$ cat src/rtl/kbd_buffer.sv
// Scancode buffer between the PS/2 receiver and the port controller.
// Edge-detects received bytes, folds set-2 break prefixes (F0 xx -> xx|80),
// queues bytes in a small FIFO and presents the head byte with a one-cycle
// IRQ1 pulse each time a new byte becomes the head.
module kbd_buffer #(
  parameter int DEPTH      = 16,
  parameter int ADDR_W     = 4,
  parameter bit FOLD_BREAK = 1'b1
) (
  input  logic              clock,
  input  logic              resetn,
  input  logic [7:0]        kb_data,
  input  logic              kb_hit,
  input  logic              rd,
  input  logic              flush,
  output logic [7:0]        q,
  output logic              ready,
  output logic              irq,
  output logic [ADDR_W:0]   count,
  output logic              overflow
);

  localparam logic [ADDR_W:0] FULL_CNT = (ADDR_W + 1)'(DEPTH);
  localparam logic [ADDR_W:0] ONE_CNT  = (ADDR_W + 1)'(1);

  logic [7:0]        mem [DEPTH];
  logic [ADDR_W-1:0] wr_ptr;
  logic [ADDR_W-1:0] rd_ptr;
  logic [ADDR_W-1:0] rd_ptr_inc;
  logic              hit_d;
  logic              brk;

  logic              cap;
  logic              is_prefix;
  logic              store;
  logic [7:0]        push_byte;
  logic              empty;
  logic              full;
  logic              popping;
  logic              pushing;
  logic              drop;
  logic              head_from_push;

  assign ready = (count != '0);

  // Capture decode: byte edge, prefix folding and push/pop qualification.
  always_comb begin
    rd_ptr_inc     = rd_ptr + 1'b1;
    cap            = kb_hit & ~hit_d;
    is_prefix      = FOLD_BREAK && (kb_data == 8'hF0);
    // Only bytes below 80 get the break bit; E0/E1/FA/FE etc. pass raw.
    push_byte      = (FOLD_BREAK && brk && !kb_data[7]) ? (kb_data | 8'h80) : kb_data;
    store          = cap & ~is_prefix;
    empty          = (count == '0);
    full           = (count == FULL_CNT);
    // Flush overrides everything; a pop on an empty FIFO is ignored.
    popping        = rd & ~empty & ~flush;
    // A full FIFO still accepts a byte when the head leaves in the same cycle.
    pushing        = store & (~full | popping) & ~flush;
    drop           = store & full & ~popping & ~flush;
    // Pushed byte becomes head directly if the FIFO is (or is becoming) empty.
    head_from_push = pushing & (empty | (popping & (count == ONE_CNT)));
  end

  // FIFO storage: write-only here, no reset so it maps onto RAM.
  always_ff @(posedge clock) begin
    if (pushing) mem[wr_ptr] <= push_byte;
  end

  // Control state: edge register, prefix flag, pointers, count, head register, flags.
  always_ff @(posedge clock or negedge resetn) begin
    if (!resetn) begin
      hit_d    <= 1'b1;
      brk      <= 1'b0;
      wr_ptr   <= '0;
      rd_ptr   <= '0;
      count    <= '0;
      q        <= 8'h00;
      irq      <= 1'b0;
      overflow <= 1'b0;
    end else begin
      hit_d <= kb_hit;
      irq   <= 1'b0;
      if (flush) begin
        brk      <= 1'b0;
        wr_ptr   <= '0;
        rd_ptr   <= '0;
        count    <= '0;
        overflow <= 1'b0;
      end else begin
        // Every captured byte consumes the prefix, even when it is dropped.
        if (cap) brk <= is_prefix;
        if (pushing) wr_ptr <= wr_ptr + 1'b1;
        if (popping) rd_ptr <= rd_ptr_inc;
        if (pushing && !popping)      count <= count + 1'b1;
        else if (popping && !pushing) count <= count - 1'b1;
        if (drop) overflow <= 1'b1;
        if (head_from_push) begin
          q   <= push_byte;
          irq <= 1'b1;
        end else if (popping && (count > ONE_CNT)) begin
          q   <= mem[rd_ptr_inc];
          irq <= 1'b1;
        end
      end
    end
  end

endmodule
$ cat config.mk
export PLATFORM = sky130hd
export DESIGN_NAME = kbd_buffer
export DESIGN_NICKNAME = d
export VERILOG_FILES = /design/src/rtl/kbd_buffer.sv
export SDC_FILE = /design/constraint.sdc
export NUM_CORES = 1
export LEC_CHECK = 0
export CORE_MARGIN = 4
export CORE_UTILIZATION = 40
export CTS_CLUSTER_SIZE = 14
export DETAILED_ROUTE_END_ITERATION = 6
export PLACE_DENSITY = 0.56
export SYNTH_ARGS = -nofsm -noshare
export SYNTH_HDL_FRONTEND = slang
export SYNTH_SLANG_ARGS = --single-unit
$ cat constraint.sdc
create_clock -name clock -period 6.4 [get_ports clock]
set_clock_uncertainty 0.15 [all_clocks]
set_input_delay 0.64 -clock clock [delete_from_list [all_inputs] [get_ports clock]]
set_output_delay 0.64 -clock clock [all_outputs]
set_load 0.02 [all_outputs]
==> results.md, run 1 <==
* Leakage power at 2.46 nW
* Largest family of logic cells by synthesized area: multiplexers
* Global-route wire length before repair at 22000 µm
* Max Buffers Root-to-Sink at 2
* Distinct cell type count after synthesis at 56
* Register area share after synthesis at 69.4%
* Compound-Gate Fraction of Synth Area at 7.21%
* Worst Hold End: q[7]
* Syn nets at 398
* Post-synthesis adder-cell area fraction at 1.75%
* EDFF count, synth at 128
* Pwr Total at 2.89 mW
* Worst Hold Launch: q[7]
* Number of antenna violations at the first check in global routing at 0
* Vias/cell at 5.62
* Status: complete, no violations
* Critical path class: primary input to register
* Share of flip-flops with an asynchronous set or reset at 16.3%
* Worst Setup End Kind: register
* RSZ-0062 raised after global routing: false
* Post-CTS Hold Buffers at 0
* Clock-pin slew on the worst setup and hold paths at 0.06 ns
* Largest net degree at the start of global routing at 38
* Post-CTS Setup Inserts at 0
* Yosys reg bits at 153
* Power per cell area at 387 nW/µm²
* CP arrival at 3.59 ns
* Routed Wire Length at 14700 µm
* Util after Layout at 47.1%
* I/O pin count at 29
* Detailed Route Iter0 Violations at 325
* Top_reg_cell synth: edfxtp_1
* Via count at 3578
* Simple-gate share of the synthesized area at 6.84%
* Setup WS pre-CTS at 2.26 ns
* Clock latency on the worst-skew pair at 0.41 ns
* GP Congestion at 0.781
* H-tree levels at 4
* TritonCTS clock tree: built
* Total CTS buffers at 17
* Diode count at 0
* Row count at 46
* Avg Inst Size Synth at 17.1 µm²
* Detailed placement HPWL at 9100 µm
* Measured slew at the worst slew-check pin at 1.14 ns
* DRC violations left at 0
* CP startpoint kind: primary input
* First-pass DRT Iterations at 6
* Synthesized cell area at 6440 µm²
* CP required at 6.29 ns
* CTS Root Cell: clkbuf_16
* Layout fillers at 1346
* VDD IR max at 0.197 mV
* Area Overhead vs Synth at 15.7%
* Layout cells sized above 1 at 19.7%
* Critical R2R Launch: rd_ptr[0]
* CORE AREA at 15800 µm²
* Fin Setup TNS at 0 ns
* Die ar. at 18200 µm²
* Min Tclk post-route at 3.70 ns
* Synth Warn # at 0
* FF-to-FF End: q[7]
* Minimum setup slack among reg-to-reg paths at 3.06 ns
* HP Class: register to register
* Initial core utilization at 40.7%
* R2R depth at 6
* Die Wd at 135 µm
* Routed len/inst at 23.1 µm
* Period Utilization, post-route at 57.8%
* Maxcap violations at 0
* Worst Path Max Fanout at 22
* Hold Path Stages at 1
* Achievable Freq at 270 MHz
* Synth Instances at 376
* Vias in the first global route at 3584
* Sink Count at 153
* Final Hold Vio Count at 0
* Pins Over Slew Limit at 0
* Area of the multi-input gates at 1820 µm²
* Seq. cell area at 4470 µm²
* Overall routing resource usage at 16.8%
* Remaining global-route overflow at 0
* DIE HEIGHT at 135 µm
* Final setup viols at 0
* Buffers on Ports at 28
* Post-CTS Resized at 0
* Slew Limit Headroom at 23.6%
* Portion of netlist area occupied by mux cells at 11.2%
* Synth Area in XOR/XNOR at 1.30%
* Setup ws final at 2.70 ns
* Nets at 432
* Post-DRT Antenna Nets at 0
cell usage after synthesis (5+ instances only):
library cell / number / share of area [%]
edfxtp_1: 128 / 60
mux4_2: 32 / 11
nor2_1: 29 / 1.7
dfrtp_1: 24 / 9.3
o21ai_0: 17 / 1.3
nand2_1: 15 / 0.87
a21oi_1: 11 / 0.85
ha_1: 9 / 1.7
a31oi_1: 8 / 0.78
a22oi_1: 7 / 0.82
inv_1: 7 / 0.41
nand3_1: 7 / 0.54
a221o_2: 6 / 1.0
buf_6: 6 / 1.0
and3_1: 5 / 0.49
per-stage QoR:
step                      hold WS (ns)  area, µm²  instances
after detailed placement         0.355       6910        607
after global placement           0.346       6910        607
final                            0.367       7450        637
after floorplan                  0.194       6440        376
after CTS                        0.368       7450        637
after global routing             0.381       7450        637
area by class of cell:
| cell class | count | area share, % |
|---|---|---|
| Inverter | 7 | 0.353 |
| Clock inverter | 12 | 1.48 |
| Sequential cell | 153 | 60.0 |
| Timing Repair Buffer | 33 | 4.27 |
| Tap cell | 216 | 3.63 |
| Multi-Input combinational cell | 198 | 24.5 |
| Clock buffer | 18 | 5.76 |
layout by cell type (no fill, tap or decap), types with 3 or more instances in the layout:
cell type | netlist | routed
nor3_1 | 4 | 4
ha_1 | 9 | 8
a31oi_1 | 8 | 8
nor2_1 | 29 | 29
xnor2_1 | 3 | 3
clkinv_1 | 0 | 5
clkdlybuf4s50_1 | 0 | 28
nand3_1 | 7 | 7
a21oi_1 | 11 | 11
buf_4 | 1 | 5
nand2_1 | 15 | 15
o21ai_0 | 17 | 17
a211oi_1 | 4 | 4
dfrtp_1 | 24 | 23
xor2_1 | 4 | 4
a221o_2 | 6 | 6
inv_1 | 7 | 7
and3_1 | 5 | 5
a22oi_1 | 7 | 7
clkinv_2 | 0 | 3
clkbuf_16 | 0 | 17
mux4_2 | 32 | 32
edfxtp_1 | 128 | 128
flip-flops by register name (all words and copies together) (netlist names):
name,flops
q,8
overflow,1
wr_ptr,4
brk,1
mem,128
count,5
rd_ptr,4
hit_d,1
irq,1
cell families after synthesis:
kind of cell,Yosys count
fa+ha+maj,9
compound gates,66
buf+inv,25
mux,32
xor+xnor,8
simple gates,83
flops,153
power breakdown:
| group | switching, mW | internal, mW |
|---|---|---|
| clock | 0.374 | 0.560 |
| sequential | 0.0462 | 1.13 |
| combinational | 0.401 | 0.377 |
| total | 0.821 | 2.07 |
how the worst max path moves through the flow:
stage	slack, ns	startpoint	end	depth (start not counted)
4_1_cts	2.70	flush	mem[0][6]	6
2_1_floorplan	3.73	count[0]	mem[0][0]	8
3_3_place_gp	2.38	flush	mem[0][4]	6
3_5_place_dp	2.26	flush	mem[0][7]	6
5_1_grt	2.49	flush	mem[0][0]	6
6_report	2.70	flush	mem[0][1]	6
per-layer routing:
metal  global-route usage (%)  share of wire, %  vias to the layer above
met5                        0                 0                        -
met4                     4.75               1.1                        0
met3                     4.62               5.2                       14
met2                     26.3                48                      120
met1                     23.3                45                     1870
li1                         -                 -                     1574
critical path, cell delays in order:
cell and delay (ns):
clkdlybuf4s50_1 0.81, nand2b_1 0.36, and4_1 0.28, nor2_2 0.52
nand2_1 0.20, nor2_1 0.77
(Power assumes the default switching activity.)
==> run 2, diff against run 1 <==
- PLACE_DENSITY: 0.56 -> 0.58
- clock period: 6.4 -> 3 ns (I/O delays scaled with it)
==> results.md, run 2 (synthesis results as in run 1) <==
* Status: complete, no violations
* Diode count at 0 (unchanged)
* Routed Wire Length at 13900 µm (-5.8%)
* I/O pin count at 29 (unchanged)
* Delay-heaviest family, CP: buffers and inverters
* CTS Root Cell: clkbuf_16
* Post-CTS Setup Inserts at 0 (unchanged)
* Max Buffers Root-to-Sink at 2 (unchanged)
* H-tree levels at 4 (unchanged)
* Final Hold Vio Count at 0 (unchanged)
* Critical path class: register to output port
* Setup WS pre-CTS at 0.374 ns (-1.89 ns)
* Overall routing resource usage at 16.4% (-0.47 points)
* Switching power at 1.89 mW (+130%)
* Int Power at 4.61 mW (+120%)
* Final setup viols at 0 (unchanged)
* Post-DRT Antenna Nets at 0 (unchanged)
* Cell Chain, Critical Path: inv_1, ha_1, or4b_4, clkdlybuf4s50_1
* Sequential Power Share at 38.6% (-2.1 points)
* Sink Count at 153 (unchanged)
* Number of antenna violations at the first check in global routing at 0 (unchanged)
* Crit path buffers/inverters at 2 (+1)
* Maxcap violations at 0 (unchanged)
* Via count at 3608 (+0.84%)
* VDD IR max at 0.448 mV (+130%)
* CP required at 2.55 ns (-3.74 ns)
* Commonest non-fill, non-tap cell in the layout: edfxtp_1
* Util after Layout at 48.9% (+1.8 points)
* CP max stage delay at 0.57 ns (-0.24 ns)
* Max reg flops at 128 (unchanged)
* CP arrival at 2.37 ns (-1.22 ns)
* RSZ-0062 raised after global routing: false
* Setup ws final at 0.181 ns (-2.52 ns)
* Final std cells w/o fill at 661 (+3.8%)
* Row count at 46 (unchanged)
* Pins Over Slew Limit at 0 (unchanged)
* HP Class: primary input to asynchronous set/reset pin
* Initial core utilization at 40.7% (unchanged)
* Post-CTS Resized at 0 (unchanged)
* First-pass DRT Iterations at 5 (-1)
* Post-CTS Hold Buffers at 0 (unchanged)
* Routed len/inst at 21.0 µm (-9.2%)
* Remaining global-route overflow at 0 (unchanged)
* Layout cells sized above 1 at 25.2% (+5.5 points)
* Slew Limit Headroom at 49.8% (+26 points)
* CP startpoint kind: register
* Buffers on Ports at 28 (unchanged)
* Pwr Total at 6.50 mW (+130%)
* Seq. cell area at 4470 µm² (unchanged)
* Leakage power at 2.63 nW (+6.9%)
* Placed cells at 629 (+3.6%)
* DRC violations left at 0 (unchanged)
* CORE AREA at 15800 µm² (unchanged)
* GP Congestion at 0.853 (+9.3%)
* Total CTS buffers at 17 (unchanged)
* Area Overhead vs Synth at 20.1%
* TritonCTS clock tree: built
* Clock power share at 34.8% (+2.4 points)
* Layout fillers at 1325 (-1.6%)
* Sw Ratio at 29.1% (+0.60 points)
* Most frequent cells in the layout: edfxtp_1 (128), mux4_2 (32), nor2_1 (29), clkdlybuf4s50_1 (28), buf_4 (25)
* Achievable Freq at 355 MHz
* Detailed placement HPWL at 9210 µm (+1.1%)
* Fin Setup TNS at 0 ns (unchanged)
* Regs by FF count: mem (128), q (8), count (5)
* Worst Path Max Fanout at 7 (-68%)
* Vias in the first global route at 3689 (+2.9%)
* Nets at 454 (+5.1%)
* Vias/cell at 5.46 (-2.8%)
* Die Wd at 135 µm (unchanged)
* Power per cell area at 840 nW/µm² (+120%)
* Worst Setup End Kind: output port
* Die ar. at 18200 µm² (unchanged)
* Measured slew at the worst slew-check pin at 0.751 ns (-0.385 ns)
* Clock-pin slew on the worst setup and hold paths at 0.06 ns (about the same)
* Period Utilization, post-route at 94.0%
* Combinational share of power at 26.5% (-0.4 points)
* Min Tclk post-route at 2.82 ns
* Clock latency on the worst-skew pair at 0.42 ns (about the same)
* Area of the multi-input gates at 1820 µm² (-0.14%)
* Slowest cell on crit path: clkdlybuf4s50_1
* Detailed Route Iter0 Violations at 316 (-2.8%)
* DIE HEIGHT at 135 µm (unchanged)
* Largest net degree at the start of global routing at 37 (-2.6%)
* Global-route wire length before repair at 21700 µm (-1.3%)
* Largest Register: mem
-- run 2: through the flow --
step / hold slack, ns / area (µm²)
2_1_floorplan: -0.146 / 6440
3_3_place_gp: 0.343 / 7100
3_5_place_dp: 0.354 / 7100
4_1_cts: 0.108 / 7730
5_1_grt: 0.144 / 7730
6_report: 0.110 / 7730
-- run 2: final timing paths --
kind / endpoint / slack, ns / depth (start not counted) / start
max: ready / 0.18 / 4 / count[0]
min: count[2] / 0.11 / 2 / resetn
max reg2reg: q[4] / 0.31 / 6 / rd_ptr[1]
min reg2reg: q[1] / 0.37 / 1 / q[1]
max in group asynchronous: hit_d / 2.29 / 2 / resetn
min in group clock: hit_d / 0.19 / 1 / kb_hit
-- run 2: area by class of cell --
class	instances	share of cell area, %
Clock buffer	17	5.50
Clock inverter	15	2.70
Inverter	7	0.340
Multi-Input combinational cell	198	23.6
Sequential cell	153	57.8
Tap cell	216	3.50
Timing Repair Buffer	55	6.57
-- run 2: power by group through the flow --
stage / combinational (mW) / clock, mW / sequential [mW]
finish: 1.72 / 2.26 / 2.51
global route: 1.84 / 2.41 / 2.52
CTS: 1.75 / 2.30 / 2.51
detailed placement: 1.74 / 0 / 2.55
global placement: 1.73 / 0 / 2.55
floorplan: 1.11 / 0 / 2.61
-- run 2: layer usage --
layer  GRT usage, %  wire length (µm)  up-vias
met5              0                 0        -
met4           6.56               438        0
met3           3.87               668       32
met2           25.4              6690      112
met1           22.4              6090     1843
li1               -                 -     1621
-- run 2: worst register-to-register path, stage by stage (launching register included) --
cell and delay [ns]:
dfrtp_1 0.46, ha_1 0.53, buf_12 0.22, mux4_2 0.34, a22oi_1 0.41, a31oi_1 0.15, a221o_2 0.31
==> run 3, diff against run 2 <==
- HOLD_SLACK_MARGIN: not set -> 0.08
==> results of run 3 <==
The final DEF is identical to that of run 2; final timing and power are the same.
